`src/rtl/alu_pkg.sv`:
```
// ---------------------------------------------------------------------------
// alu_pkg
// Shared definitions for the ALU command-issue stage: operand/opcode/result
// widths, the buffered command record, result-flag bit positions and the
// observational sequencer state encoding.
// No ports (package).
// ---------------------------------------------------------------------------
package alu_pkg;

    localparam int OP_W      = 3;
    localparam int OPND_W    = 4;
    localparam int RES_W     = 8;
    localparam int FLAG_W    = 5;

    // The command record carries the widest tag any instance may use; an
    // instance keeps only the low TAG_W bits meaningful.
    localparam int TAG_MAX_W = 8;

    // Bit positions within res_flags / sticky_flags.
    localparam int FLAG_CARRY  = 0;
    localparam int FLAG_ZERO   = 1;
    localparam int FLAG_PARITY = 2;
    localparam int FLAG_SIGN   = 3;
    localparam int FLAG_OVF    = 4;

    // Opcode that selects the ALU default case when nothing is queued.
    localparam logic [OP_W-1:0] OP_IDLE = 3'b111;

    typedef struct packed {
        logic [OPND_W-1:0]    a;
        logic [OPND_W-1:0]    b;
        logic [OP_W-1:0]      op;
        logic [TAG_MAX_W-1:0] tag;
    } alu_cmd_t;

    typedef enum logic [1:0] {
        IDLE  = 2'd0,
        RUN   = 2'd1,
        STALL = 2'd2
    } seq_state_t;

endpackage

```
`src/rtl/alu_cmd_fifo.sv`:
```
// ---------------------------------------------------------------------------
// alu_cmd_fifo
// Synchronous FIFO of alu_cmd_t records with a combinational head view so
// the ALU can be driven from the oldest entry in the same cycle.
// Ports:
//   clk, rst_n          clock, asynchronous active-low reset
//   push, push_data     write request / record (ignored when full)
//   pop                 remove head (ignored when empty)
//   head                oldest record
//   full, empty, count  occupancy status
// ---------------------------------------------------------------------------
module alu_cmd_fifo
    import alu_pkg::*;
#(
    parameter int DEPTH = 4
) (
    input  logic                     clk,
    input  logic                     rst_n,
    input  logic                     push,
    input  alu_cmd_t                 push_data,
    input  logic                     pop,
    output alu_cmd_t                 head,
    output logic                     full,
    output logic                     empty,
    output logic [$clog2(DEPTH):0]   count
);

    localparam int AW    = $clog2(DEPTH);
    localparam int CNT_W = AW + 1;

    alu_cmd_t         mem [DEPTH];
    logic [AW-1:0]    wr_ptr_reg;
    logic [AW-1:0]    rd_ptr_reg;
    logic [CNT_W-1:0] count_reg;
    logic             do_push;
    logic             do_pop;

    assign full    = (count_reg == CNT_W'(DEPTH));
    assign empty   = (count_reg == '0);
    assign count   = count_reg;
    assign head    = mem[rd_ptr_reg];
    assign do_push = push && !full;
    assign do_pop  = pop && !empty;

    // Storage carries no reset: occupancy alone decides what is valid.
    always_ff @(posedge clk) begin
        if (do_push) begin
            mem[wr_ptr_reg] <= push_data;
        end
    end

    // DEPTH is a power of two, so the pointers wrap by natural overflow.
    always_ff @(posedge clk or negedge rst_n) begin
        if (!rst_n) begin
            wr_ptr_reg <= '0;
            rd_ptr_reg <= '0;
            count_reg  <= '0;
        end else begin
            if (do_push) wr_ptr_reg <= wr_ptr_reg + AW'(1);
            if (do_pop)  rd_ptr_reg <= rd_ptr_reg + AW'(1);
            case ({do_push, do_pop})
                2'b10:   count_reg <= count_reg + CNT_W'(1);
                2'b01:   count_reg <= count_reg - CNT_W'(1);
                default: count_reg <= count_reg;
            endcase
        end
    end

endmodule

```
`src/rtl/alu_cmd_sequencer.sv`:
```
// ---------------------------------------------------------------------------
// alu_cmd_sequencer
// Command-issue stage in front of the combinational 4-bit ALU. Commands are
// queued in alu_cmd_fifo, the head drives the ALU inputs, and the ALU result
// plus flags are captured into a valid/ready result register tagged with a
// per-command sequence number.
// Ports:
//   clk, rst_n                         clock, asynchronous active-low reset
//   cmd_valid/cmd_ready, cmd_a/b/op    command input handshake
//   alu_a, alu_b, alu_opcode           drive to the ALU
//   alu_out, alu_* flags               combinational ALU response
//   res_valid/res_ready                result handshake
//   res_data, res_flags, res_tag       registered result
//   cmd_count                          FIFO occupancy
//   flags_clr, sticky_flags            only with ALU_STICKY_FLAGS_EN defined
// Optional feature macro: ALU_STICKY_FLAGS_EN (OR-accumulated flag history).
// ---------------------------------------------------------------------------
module alu_cmd_sequencer
    import alu_pkg::*;
#(
    parameter int DEPTH = 4,
    parameter int TAG_W = 4
) (
    input  logic                     clk,
    input  logic                     rst_n,
    input  logic                     cmd_valid,
    output logic                     cmd_ready,
    input  logic [OPND_W-1:0]        cmd_a,
    input  logic [OPND_W-1:0]        cmd_b,
    input  logic [OP_W-1:0]          cmd_op,
    output logic [OPND_W-1:0]        alu_a,
    output logic [OPND_W-1:0]        alu_b,
    output logic [OP_W-1:0]          alu_opcode,
    input  logic [RES_W-1:0]         alu_out,
    input  logic                     alu_carry_borrow,
    input  logic                     alu_zero,
    input  logic                     alu_parity,
    input  logic                     alu_sign,
    input  logic                     alu_overflow,
    output logic                     res_valid,
    input  logic                     res_ready,
    output logic [RES_W-1:0]         res_data,
    output logic [FLAG_W-1:0]        res_flags,
    output logic [TAG_W-1:0]         res_tag,
    output logic [$clog2(DEPTH):0]   cmd_count
`ifdef ALU_STICKY_FLAGS_EN
    ,
    input  logic                     flags_clr,
    output logic [FLAG_W-1:0]        sticky_flags
`endif
);

    alu_cmd_t          push_cmd;
    alu_cmd_t          head_cmd;
    logic              fifo_full;
    logic              fifo_empty;
    logic              push;
    logic              issue;
    logic [FLAG_W-1:0] new_flags;

    logic [TAG_W-1:0]  tag_ctr_reg;
    logic              res_valid_reg;
    logic [RES_W-1:0]  res_data_reg;
    logic [FLAG_W-1:0] res_flags_reg;
    logic [TAG_W-1:0]  res_tag_reg;
    seq_state_t        state_reg;

    // cmd_ready depends only on stored occupancy, so a full FIFO refuses a
    // push even in a cycle where the head is being issued.
    assign cmd_ready = !fifo_full;
    assign push      = cmd_valid && cmd_ready;
    assign issue     = !fifo_empty && (!res_valid_reg || res_ready);

    assign push_cmd.a   = cmd_a;
    assign push_cmd.b   = cmd_b;
    assign push_cmd.op  = cmd_op;
    assign push_cmd.tag = TAG_MAX_W'(tag_ctr_reg);

    alu_cmd_fifo #(
        .DEPTH (DEPTH)
    ) u_fifo (
        .clk       (clk),
        .rst_n     (rst_n),
        .push      (push),
        .push_data (push_cmd),
        .pop       (issue),
        .head      (head_cmd),
        .full      (fifo_full),
        .empty     (fifo_empty),
        .count     (cmd_count)
    );

    // Upper tag bits of the shared record are never populated here.
    logic unused_head_tag;
    generate
        if (TAG_W < TAG_MAX_W) begin : g_tag_trim
            assign unused_head_tag = |head_cmd.tag[TAG_MAX_W-1:TAG_W];
        end else begin : g_tag_full
            assign unused_head_tag = 1'b0;
        end
    endgenerate

    // An empty FIFO parks the ALU on its default case.
    assign alu_a      = fifo_empty ? '0      : head_cmd.a;
    assign alu_b      = fifo_empty ? '0      : head_cmd.b;
    assign alu_opcode = fifo_empty ? OP_IDLE : head_cmd.op;

    always_comb begin
        new_flags              = '0;
        new_flags[FLAG_CARRY]  = alu_carry_borrow;
        new_flags[FLAG_ZERO]   = alu_zero;
        new_flags[FLAG_PARITY] = alu_parity;
        new_flags[FLAG_SIGN]   = alu_sign;
        new_flags[FLAG_OVF]    = alu_overflow;
    end

    always_ff @(posedge clk or negedge rst_n) begin
        if (!rst_n) begin
            tag_ctr_reg <= '0;
        end else if (push) begin
            tag_ctr_reg <= tag_ctr_reg + TAG_W'(1);
        end
    end

    // Issue takes priority over drain so a drain+issue cycle reloads the
    // register and keeps res_valid high for back-to-back results.
    always_ff @(posedge clk or negedge rst_n) begin
        if (!rst_n) begin
            res_valid_reg <= 1'b0;
            res_data_reg  <= '0;
            res_flags_reg <= '0;
            res_tag_reg   <= '0;
        end else if (issue) begin
            res_valid_reg <= 1'b1;
            res_data_reg  <= alu_out;
            res_flags_reg <= new_flags;
            res_tag_reg   <= head_cmd.tag[TAG_W-1:0];
        end else if (res_ready) begin
            res_valid_reg <= 1'b0;
        end
    end

    assign res_valid = res_valid_reg;
    assign res_data  = res_data_reg;
    assign res_flags = res_flags_reg;
    assign res_tag   = res_tag_reg;

    // Observational state only; nothing in the datapath reads it.
    always_ff @(posedge clk or negedge rst_n) begin
        if (!rst_n) begin
            state_reg <= IDLE;
        end else begin
            case (state_reg)
                IDLE: begin
                    if (push) state_reg <= RUN;
                end
                RUN: begin
                    if (res_valid_reg && !res_ready && !fifo_empty) begin
                        state_reg <= STALL;
                    end else if (fifo_empty && !push &&
                                 (!res_valid_reg || res_ready)) begin
                        state_reg <= IDLE;
                    end
                end
                STALL: begin
                    if (res_ready) state_reg <= RUN;
                end
                default: state_reg <= IDLE;
            endcase
        end
    end

`ifdef ALU_STICKY_FLAGS_EN
    logic [FLAG_W-1:0] sticky_flags_reg;

    // A clear coinciding with an issue keeps only the newly issued flags.
    always_ff @(posedge clk or negedge rst_n) begin
        if (!rst_n) begin
            sticky_flags_reg <= '0;
        end else if (flags_clr) begin
            sticky_flags_reg <= issue ? new_flags : '0;
        end else if (issue) begin
            sticky_flags_reg <= sticky_flags_reg | new_flags;
        end
    end

    assign sticky_flags = sticky_flags_reg;
`endif

endmodule

```
`config.mk`:
```
export PLATFORM = sky130hd
export DESIGN_NAME = alu_cmd_sequencer
export DESIGN_NICKNAME = d
export VERILOG_FILES = /design/src/rtl/alu_pkg.sv /design/src/rtl/alu_cmd_fifo.sv /design/src/rtl/alu_cmd_sequencer.sv
export SDC_FILE = /design/constraint.sdc
export NUM_CORES = 1
export LEC_CHECK = 0
export CORE_MARGIN = 5
export CORE_UTILIZATION = 47
export DETAILED_ROUTE_END_ITERATION = 16
export GPL_TIMING_DRIVEN = 0
export PLACE_DENSITY = 0.75
export SETUP_SLACK_MARGIN = 0.05
export SYNTH_ARGS = -nofsm -noshare
export SYNTH_HDL_FRONTEND = slang
export SYNTH_SLANG_ARGS = --single-unit
```
`constraint.sdc`:
```
create_clock -name clk -period 2.1 [get_ports clk]
set_input_delay 0.525 -clock clk [delete_from_list [all_inputs] [get_ports clk]]
set_output_delay 0.525 -clock clk [all_outputs]
set_load 0.05 [all_outputs]
```
==> impl_results.md <==
* # IOs at 61
* Final hold viol count at 0
* IO Port Bufs at 60
* Clock latency on the worst-skew pair at 0.34 ns
* CP endpoint kind: output port
* Global-route wire length before repair at 10.3 mm
* DR pass1 iterations at 4
* Maximum VDD drop at 0.000770 V
* Initial core utilization at 48.9%
* Number of synthesized flops with an enable pin at 60
* Worst slew pin tran at 0.661 ns
* Area of the multi-input gates at 0.00103 mm²
* Diodes inserted at 0
* DP HPWL at 3.97 mm
* Die area at 0.00947 mm²
* Sw frac at 39.0%
* Fin nets at 294
* Final WS setup at -0.230 ns
* Slew HR at 55.9%
* Share of the synthesized area in the top cell type at 50.3%
* Reg2Reg Depth at 9
* HP Class: input port to async pin
* Internal power at 4.88 mW
* H-tree Lvls at 3
* WL/cell at 16.8 µm
* Die W at 97.3 µm
* Gpl congestion at 0.665
* Vias in the first global route at 2,010
* Num Clock Sinks at 89
* Clk buf depth at 2
* Via-to-Cell Ratio at 4.93
* Synth Net Count at 214
* Critical Setup Path Class: flop to output port
* Prevailing post-synth register cell: edfxtp_1
* Most frequent cells after synthesis: edfxtp_1 (60), dfrtp_1 (29), mux4_2 (15)
* Reg area at 0.00253 mm²
* Switching power at 3.12 mW
* Mean Syn Cell Area at 20.0 µm²
* Total power at 8.00 mW
* Clock Skews at 0.00832 ns
* Worst EP arrival at 1.80 ns
* Yosys cell types at 30
* Reg clk slew, reported paths at 0.09 ns
* Violated checks: setup timing
* Synthesized area at 0.00358 mm²
* Fmax at 429 MHz
* Setup Total Neg Slack at -2.25 ns
* Power density cells at 1680 mW/mm²
* Share of post-route cells with drive strength above 1 at 38.6%
* Worst EP required at 1.57 ns
* Post-route insts no fill at 363
* Top cells by area, synth: edfxtp_1 (50%), dfrtp_1 (20%), mux4_2 (9.4%), mux2_4 (3.4%), mux2_2 (2.8%)
* R2R Setup Slk at -0.01 ns
* Count leader, synth: edfxtp_1
* Placed cell count at 338
* Largest net degree at the start of global routing at 30
* Ys async rst share at 32.6%
* Comb pwr share at 52.0%
* Synth Register Bits at 89
* Shortest period the worst path allows at 2.33 ns
* Post-synthesis sequential area ratio at 70.5%
* Initial antenna violation count at 0
* Final design utilization at 64.8%
* Status: finished, violations left
* Post-Syn Instances at 179
* Setup violations, final at 13
* Number of remaining DRC errors at 0
* Core ar. at 0.00733 mm²
* RSZ-0062 raised after global routing: true
* Worst Path Max Fanout at 4
* Core Rows at 31
* Max-slew violations at 0
* Yosys top cell by area: edfxtp_1
* Area growth syn-to-layout at 32.5%
* Root Driver: clkbuf_8
* Total GRT Usage at 13.8%
* Tcrit/Tclk final at 111%
* Pre-CTS setup slack at -0.761 ns
* Num CTS Buffers at 9
* Global-route congestion overflow total at 0
* Sequential share of power at 34.1%
* Max reg flops at 60
* Final wirelength at 6.11 mm
* Clk pwr share at 13.9%
* Max-cap check violation count at 0
* Crit start category: flop
* Synth Warn # at 0
* Die height at 97.3 µm
* Leakage Power at 1.91 nW
* Fillers at 494
* Detail Route Antenna Nets at 0
* CTS tree: done
* Vias at 1,788
* DR iter-0 viols at 76
## final timing paths
path,startpoint,endpoint
worst max-delay path,u_fifo.rd_ptr_reg[0],alu_opcode[2]
min in group clk,res_flags[0],res_flags[0]
worst max register to register,u_fifo.count[1],u_fifo.count[2]
worst min register to register,res_flags[0],res_flags[0]
max in group asynchronous,rst_n,u_fifo.count[1]
worst min-delay path,rst_n,res_flags[1]
## kinds of logic after synthesis
| group | after synthesis | synth area share [%] |
|---|---|---|
| multiplexers | 35 | 16.5 |
| adder cells (fa/ha/maj) | 7 | 2.65 |
| XOR/XNOR | 9 | 2.20 |
| AND/OR/NAND/NOR | 26 | 5.27 |
| buffers and inverters | 13 | 2.83 |
| flip-flops | 89 | 70.5 |
## cell usage in the layout, fill, tap and decap left out, types with 2 or more instances in the layout
master / count
and3_2: 4
buf_12: 4
buf_2: 2
buf_4: 6
buf_6: 13
buf_8: 3
clkbuf_8: 10
clkdlybuf4s50_1: 27
dfrtp_1: 26
dfrtp_2: 3
dlygate4sd2_1: 10
dlymetal6s2s_1: 10
edfxtp_1: 60
ha_1: 5
inv_1: 4
mux2_1: 2
mux2_2: 9
mux2_4: 8
mux4_2: 15
nand3_1: 2
nor2b_2: 2
nor2b_4: 6
or2_4: 3
xnor2_1: 5
xor2_1: 4
## worst max-delay path, cell delays in order (launching register included)
cell and delay (ns):
dfrtp_1 0.35, buf_6 0.14, buf_6 0.11, mux4_2 0.47, or2_4 0.24, buf_8 0.15
## per-layer routing
layer	track usage, %	up-vias	wire length (µm)
li1	-	833	-
met1	17.6	920	2600
met2	23.7	26	3260
met3	2.44	9	161
met4	5.43	0	89
met5	0	-	0
## final cells by class
| cell class | instances | share of cell area, % |
|---|---|---|
| inverter | 5 | 0.395 |
| clock inverter | 4 | 0.659 |
| buffer | 8 | 2.24 |
| tap | 99 | 2.61 |
| clock buffer | 12 | 3.50 |
| multi-input combinational | 77 | 21.7 |
| timing repair buffer | 69 | 15.5 |
| sequential | 89 | 53.3 |
## power groups by stage
stage	Clock, mW	Combinational [mW]	Sequential, mW
2_1_floorplan	0	2.13	3.35
3_3_place_gp	0	3.77	2.75
3_5_place_dp	0	3.80	2.79
4_1_cts	1.15	4.17	2.74
5_1_grt	1.22	4.41	2.79
6_report	1.11	4.15	2.73
## through the flow
stage	hold WS (ns)	area, µm²
3_3_place_gp	0.489	4360
3_5_place_dp	0.494	4360
6_report	0.205	4750
4_1_cts	0.515	4700
2_1_floorplan	0.229	3640
5_1_grt	0.238	4750
## what timing repair did
action | 4_1_cts | 5_1_grt
gates cloned | 1 | 0
hold buffers | 0 | 0
endpoints found under the setup margin | 32 | 62
gates resized for setup | 112 | 15
buffers inserted | 6 | 2
Power figures use the tool's default switching activity.
